`config.mk`:
```
export PLATFORM = sky130hd
export DESIGN_NAME = escalonador_regras
export DESIGN_NICKNAME = d
export VERILOG_FILES = /design/src/rtl/escalonador_regras.sv
export SDC_FILE = /design/constraint.sdc
export NUM_CORES = 1
export LEC_CHECK = 0
export ABC_AREA = 1
export CAP_MARGIN = 20
export CORE_MARGIN = 2
export CORE_UTILIZATION = 47
export CTS_BUF_LIST = sky130_fd_sc_hd__clkbuf_8
export CTS_CLUSTER_SIZE = 8
export DETAILED_ROUTE_END_ITERATION = 10
export GPL_ROUTABILITY_DRIVEN = 0
export PLACE_DENSITY = 0.91
export SETUP_SLACK_MARGIN = 0.3
export SYNTH_ARGS = -nofsm -noshare
export SYNTH_HDL_FRONTEND = slang
export SYNTH_SLANG_ARGS = --single-unit
```
`constraint.sdc`:
```
create_clock -name clk_0 -period 3.44 [get_ports clk_0]
set_clock_uncertainty 0.1 [all_clocks]
set_input_delay 0.516 -clock clk_0 [delete_from_list [all_inputs] [get_ports clk_0]]
set_output_delay 0.516 -clock clk_0 [all_outputs]
set_load 0.03 [all_outputs]
```
`src/rtl/escalonador_regras.sv`:
```
// escalonador_regras: per-sample sequencer for the type-2 fuzzy datapath.
// Optional defuzzification timeout is compiled in when DEFUZZY_TIMEOUT_EN is defined.
module escalonador_regras #(
    parameter int unsigned NUM_REGRAS     = 16,
    parameter int unsigned TIMEOUT_CICLOS = 64
) (
    input  logic       clk_0,
    input  logic       Srst,
    input  logic       entrada_valid,
    output logic       entrada_ready,
    input  logic [7:0] Entrada_01,
    input  logic [7:0] Entrada_02,
    output logic [7:0] entrada_01_lat,
    output logic [7:0] entrada_02_lat,
    input  logic       EN_REGRAS,
    output logic [3:0] regra_idx,
    output logic       regra_en,
    output logic       reset_memoria,
    output logic       defuzzy_start,
    input  logic       defuzzy_done,
    input  logic [7:0] saida_defuzzy_in,
    output logic [7:0] saida,
    output logic       saida_valid,
    input  logic       saida_ready,
    output logic       ocupado,
    output logic       erro_timeout
);

    typedef enum logic [2:0] {
        OCIOSO,
        LIMPA,
        REGRAS,
        DISPARO,
        ESPERA,
        SAIDA
    } estado_t;

    localparam logic [3:0] ULTIMA_REGRA = 4'(NUM_REGRAS - 1);

    if (NUM_REGRAS < 1 || NUM_REGRAS > 16 || TIMEOUT_CICLOS < 1 || TIMEOUT_CICLOS > 255) begin : g_param_invalido
        $error("escalonador_regras: NUM_REGRAS or TIMEOUT_CICLOS out of range");
    end

    estado_t estado;
    estado_t proximo;
    logic    estourou;

    function automatic logic [7:0] satura(input logic [7:0] x);
        if (x == 8'h00) return 8'h01;
        if (x == 8'hFF) return 8'hFE;
        return x;
    endfunction

    always_ff @(posedge clk_0 or posedge Srst) begin
        if (Srst) estado <= OCIOSO;
        else      estado <= proximo;
    end

    always_comb begin
        proximo = estado;
        case (estado)
            OCIOSO:  if (entrada_valid) proximo = LIMPA;
            LIMPA:   proximo = REGRAS;
            REGRAS:  if (EN_REGRAS && regra_idx == ULTIMA_REGRA) proximo = DISPARO;
            DISPARO: proximo = ESPERA;
            ESPERA:  if (defuzzy_done || estourou) proximo = SAIDA;
            SAIDA:   if (saida_ready) proximo = OCIOSO;
            default: proximo = OCIOSO;
        endcase
    end

    // Srst drives entrada_ready low and reset_memoria high combinationally while asserted.
    always_comb begin
        entrada_ready = 1'b0;
        reset_memoria = Srst;
        regra_en      = 1'b0;
        defuzzy_start = 1'b0;
        saida_valid   = 1'b0;
        ocupado       = 1'b1;
        case (estado)
            OCIOSO: begin
                entrada_ready = ~Srst;
                ocupado       = 1'b0;
            end
            LIMPA:   reset_memoria = 1'b1;
            REGRAS:  regra_en      = EN_REGRAS;
            DISPARO: defuzzy_start = 1'b1;
            SAIDA:   saida_valid   = 1'b1;
            default: ;
        endcase
    end

    always_ff @(posedge clk_0 or posedge Srst) begin
        if (Srst) begin
            entrada_01_lat <= '0;
            entrada_02_lat <= '0;
            regra_idx      <= '0;
            saida          <= '0;
        end else begin
            if (estado == OCIOSO && entrada_valid) begin
                entrada_01_lat <= satura(Entrada_01);
                entrada_02_lat <= satura(Entrada_02);
            end
            // The last index is held rather than wrapped so it stays visible after REGRAS.
            if (estado == LIMPA)
                regra_idx <= '0;
            else if (estado == REGRAS && EN_REGRAS && regra_idx != ULTIMA_REGRA)
                regra_idx <= regra_idx + 4'd1;
            if (estado == ESPERA) begin
                if (defuzzy_done)  saida <= saida_defuzzy_in;
                else if (estourou) saida <= '0;
            end
        end
    end

`ifdef DEFUZZY_TIMEOUT_EN
    localparam logic [7:0] LIMITE = 8'(TIMEOUT_CICLOS - 1);

    logic [7:0] cnt_espera;
    logic       erro_r;

    // Done has priority: the abort only fires on a cycle where done is low.
    assign estourou     = (estado == ESPERA) && !defuzzy_done && (cnt_espera == LIMITE);
    assign erro_timeout = erro_r;

    always_ff @(posedge clk_0 or posedge Srst) begin
        if (Srst) begin
            cnt_espera <= '0;
            erro_r     <= 1'b0;
        end else begin
            if (estado == DISPARO)     cnt_espera <= '0;
            else if (estado == ESPERA) cnt_espera <= cnt_espera + 8'd1;
            if (estado == ESPERA) begin
                if (defuzzy_done)  erro_r <= 1'b0;
                else if (estourou) erro_r <= 1'b1;
            end
        end
    end
`else
    assign estourou     = 1'b0;
    assign erro_timeout = 1'b0;
`endif

endmodule
```
# After elaboration in Yosys (flattened, before gate mapping)
# Index checks and enable logic that the tools add are counted.
[word_totals]
word_cells = 61
regBits = 31
out_inout_bits = 35
in_bits = 30
[classes]
addsub = 1
n_bitwise = 1
reduce_logical = 10
n_eq_ne = 13
mux = 31
[op_table]
columns = ["cell", "count"]
rows = [
  ["2-to-1 mux 8 bit", 8],
  ["one-hot mux 3 bit (6 select lines)", 1],
  ["== test 8 bit (second input constant)", 2],
  ["zero test 8 bit", 2],
  ["2-to-1 mux 1 bit", 16],
  ["2-to-1 mux 3 bit", 4],
  ["2-to-1 mux 4 bit", 2],
  ["inequality test 2 bit (second input constant)", 4],
  ["== test 3 x 2 -> 1 bit (second input constant)", 2],
  ["== test 3 bit (second input constant)", 2],
  ["adder 4 x 1 -> 4 bit (second input constant)", 1],
  ["== test 4 bit (second input constant)", 1],
  ["logical AND 1 bit", 4],
  ["inequality test 4 bit (second input constant)", 1],
  ["AND reduction 4 bit", 1],
  ["== test 3 x 1 -> 1 bit (second input constant)", 1],
  ["zero test 3 bit", 1],
  ["AND reduction 2 bit", 1],
  ["nonzero test 2 bit", 1],
  ["inverter 1 bit", 1],
]

# Logic depth before layout (Yosys ltp)
[logic_depth]
ltp_word = 7
depth_mapped = 7
ltp_nobuf = 7

# Worst setup path before layout
# No wires, ideal clock.
[synth_timing]
path_kind = "input to output"
startpoint = "input port Srst"
endpoint = "output port reset_memoria"
setup_slack_ps = 1244
n_path_buf = 0
required_time_ps = 2824
cell_stages = 2
t_arrival_ps = 1580
cell_sequence = "inv_1 > nand2_1"
[synth_via]
elab_chain_len = 1
[synth_rtl]
columns = ["element", "line_no", "source"]
rows = [
  ["start, declared", "8", "input logic Srst,"],
  ["2-to-1 mux 1 bit", "80", "case (estado)"],
  ["end, declared", "18", "output logic reset_memoria,"],
]
# Every way passes these cells.

# Worst setup path after layout
[layout_timing]
startpoint = "register estado[2]"
endpoint = "output port reset_memoria"
[layout_via]
elab_chain_len = 2
[layout_rtl]
columns = ["element", "line_no", "source"]
rows = [
  ["start, declared", "44", "estado_t estado;"],
  ["start signal, assigned", "56", "else estado <= proximo;"],
  ["== test 3 x 1 -> 1 bit", "80", ""],
  ["2-to-1 mux 1 bit", "80", ""],
]
# Every way passes these cells.

==> impl_metrics.py <==
metrics = {
    "run_status": {
        "outcome": "completed",
    },
    "synthesis": {
        "synthCells": 193,
        "syn_avg_cell_area_um2": 7.84,
        "synth-seq-cells": 31,
        "synthMuxAreaShare": 0,
        "synth-compound-area-share": 0.0430,
        "yosys.area_share.simple": 0.341,
        "synthXorXnorAreaFrac": 0.0116,
        "synth_edf_count": 0,
        "async_flop_share": 1.00,
        "synthesis.nets": 224,
        "yosys_warnings": 0,
        "ys_types": 20,
        "synth_adder_area_share": 0.00826,
        "ys_dominant_reg_cell": "dfrtp_1",
        "synth_top_family_by_area": "simple AND/OR/NAND/NOR gates",
        "synth_seq_area_share": 0.512,
        "synth_area_um2": 1510,
    },
    "drt": {
        "wl_met2_um": 1800,
        "drc": 0,
        "top_layer": "met4",
        "wl_met1_um": 1500,
        "routed_via_density": 4.81,
        "drtPass1Iterations": 5,
        "vias": 1461,
        "routed_wl_um": 3530,
        "routedWlPerCell_um": 11.6,
        "drt_iter0_drc": 97,
        "final_antenna_net_count": 0,
        "routed-wl-met3_um": 166,
    },
    "final_layout": {
        "layout_commonest_cell": "nand2_1",
        "antenna_cells": 0,
        "seqCellArea_um2": 776,
        "area_growth_pct": 49.1,
        "drive_gt1_frac": 0.0538,
        "layout.nets": 291,
        "nFillCells": 225,
        "fin_util": 0.739,
        "multi_input_area_um2": 616,
        "final_cell_mix": "nand2_1, clkdlybuf4s50_1, dfrtp_1",
        "fin_cells": 304,
    },
    "floorplan": {
        "dieWidth_um": 60.8,
        "num_rows": 20,
        "fp.dieH_um": 60.8,
        "die_area_um2": 3690,
        "pin_count": 65,
        "start_util": 0.496,
        "coreArea_um2": 3050,
    },
    "global_route": {
        "grt_overflow": 0,
        "track_usage": 0.221,
        "grt_pass1_vias": 1315,
        "grt_pass1_wl_um": 5790,
        "grt_max_degree": 32,
        "antenna_found_initial": 0,
    },
    "power": {
        "cellLeakagePower_uw": 0.00115,
        "powerDensity_nw_per_um2": 876,
        "irDropWorstVdd_v": 0.000472,
    },
    "clock_tree": {
        "post-cts-setup-buffers": 0,
        "cts_max_level": 2,
        "clkLatencyLatePin_ps": 280,
        "cts_resized": 0,
        "clk_pin_slew_ps": 60,
        "cts_buffers": 5,
        "cts_tree": "yes",
        "clock_path_buffers": 2,
        "cts.sinks": 31,
        "ctsRootBufferMaster": "clkbuf_8",
        "cts-hold-fix-buffers": 0,
    },
    "critical_path": {
        "worstPathMaxFanout": 8,
        "arrival_ps": 1950,
        "worst_setup_path_end_kind": "primary output",
        "path_cells": "inv_2 > nand3_1 > nand2_1 > clkdlybuf4s50_1",
        "crit_family": "buffers and inverters",
        "crit_path_top_delay_cell": "clkdlybuf4s50_1",
        "critPathBufInv": 2,
        "critical_path_class": "flop to primary output",
        "start_kind": "flop",
        "slowest_delay_ps": 670,
        "crit_required_ps": 2820,
    },
    "timing": {
        "slew_viol_final": 0,
        "fmax_mhz": 390,
        "hold_viol_final": 0,
        "finalCritPeriodShare": 0.746,
        "tns_ps": 0,
        "period_minus_slack_ps": 2570,
        "setup_viol": 0,
        "rsz0062_at_grt": "no",
    },
    "place": {
        "io_buffers": 63,
        "place.detailed.hpwl_um": 2620,
        "dp.cells": 297,
    },
    "min_path": {
        "hp-class": "flop to flop",
    },
    "flow_run": {
        "drv_cap": 0,
    },
}
-- layer usage --
metal	track usage	up-vias
met5	0	-
met4	0.109	0
met3	0.0426	6
met2	0.373	48
met1	0.270	680
li1	-	727
-- path summary, 6_finish.rpt --
check / startpoint / endpoint / slack (ps) / cells past startpoint
min in group asynchronous: Srst / regra_idx[1] / 560 / 3
hold reg to reg: entrada_01_lat[2] / entrada_01_lat[2] / 380 / 2
setup reg to reg: estado[0] / entrada_02_lat[1] / 1970 / 5
hold / removal: entrada_01_lat[2] / entrada_01_lat[2] / 380 / 2
setup / recovery: estado[2] / reset_memoria / 870 / 4
max in group asynchronous: Srst / entrada_02_lat[0] / 2390 / 3
-- sequential cells by signal, indices dropped and copies added (netlist names) --
register	cells
entrada_01_lat	8
saida	8
entrada_02_lat	8
regra_idx	4
estado	3
-- stage by stage --
| stage | area (um^2) | power (uW) | hold WS [ps] | setup WS [ps] |
|---|---|---|---|---|
| after floorplan | 1510 | 1270 | 518 | 1240 |
| after CTS | 2260 | 1990 | 381 | 881 |
| after global placement | 2170 | 1670 | 362 | 970 |
| final | 2260 | 1980 | 376 | 873 |
| after detailed placement | 2170 | 1700 | 365 | 940 |
| after global routing | 2260 | 2110 | 413 | 755 |
-- tightest hold or removal path: stages (launching register included) --
cell and delay [ps]:
dfrtp_1 340, nand2_1 50, nand2_1 50
-- synthesized netlist by cell type, types with 2 or more instances --
library cell,number,share of area
nand3_1,14,0.046
nand2_1,79,0.20
inv_1,20,0.050
xor2_1,2,0.012
nand3_4,2,0.023
nand4_1,3,0.012
buf_6,2,0.015
a21oi_1,2,0.0066
o21ai_0,10,0.033
nor2_1,17,0.042
buf_4,2,0.0099
dfrtp_1,31,0.51
nand3b_1,2,0.0099
-- where the power goes --
group	switching [uW]	leakage, uW	internal, uW	total (uW)
clock	124	0.0000470	157	281
sequential	113	0.000393	522	635
combinational	643	0.000709	418	1060
-- cell type report --
class / count / area share
clock buffers: 6 / 0.0366
clock inverters: 1 / 0.00222
inverters: 22 / 0.0377
multi-input cells: 136 / 0.273
flip-flops and latches: 31 / 0.344
well taps: 44 / 0.0244
repair buffers: 64 / 0.283
-- cell families after synthesis --
logic type               Yosys count
flip-flops                        31
XOR/XNOR                           2
other                              1
AND/OR/NAND/NOR                  119
AO/OA/AOI/OAI                     13
buffers and inverters             26
adder cells (fa/ha/maj)            1
Note: power is estimated with default switching activity, not from simulation.
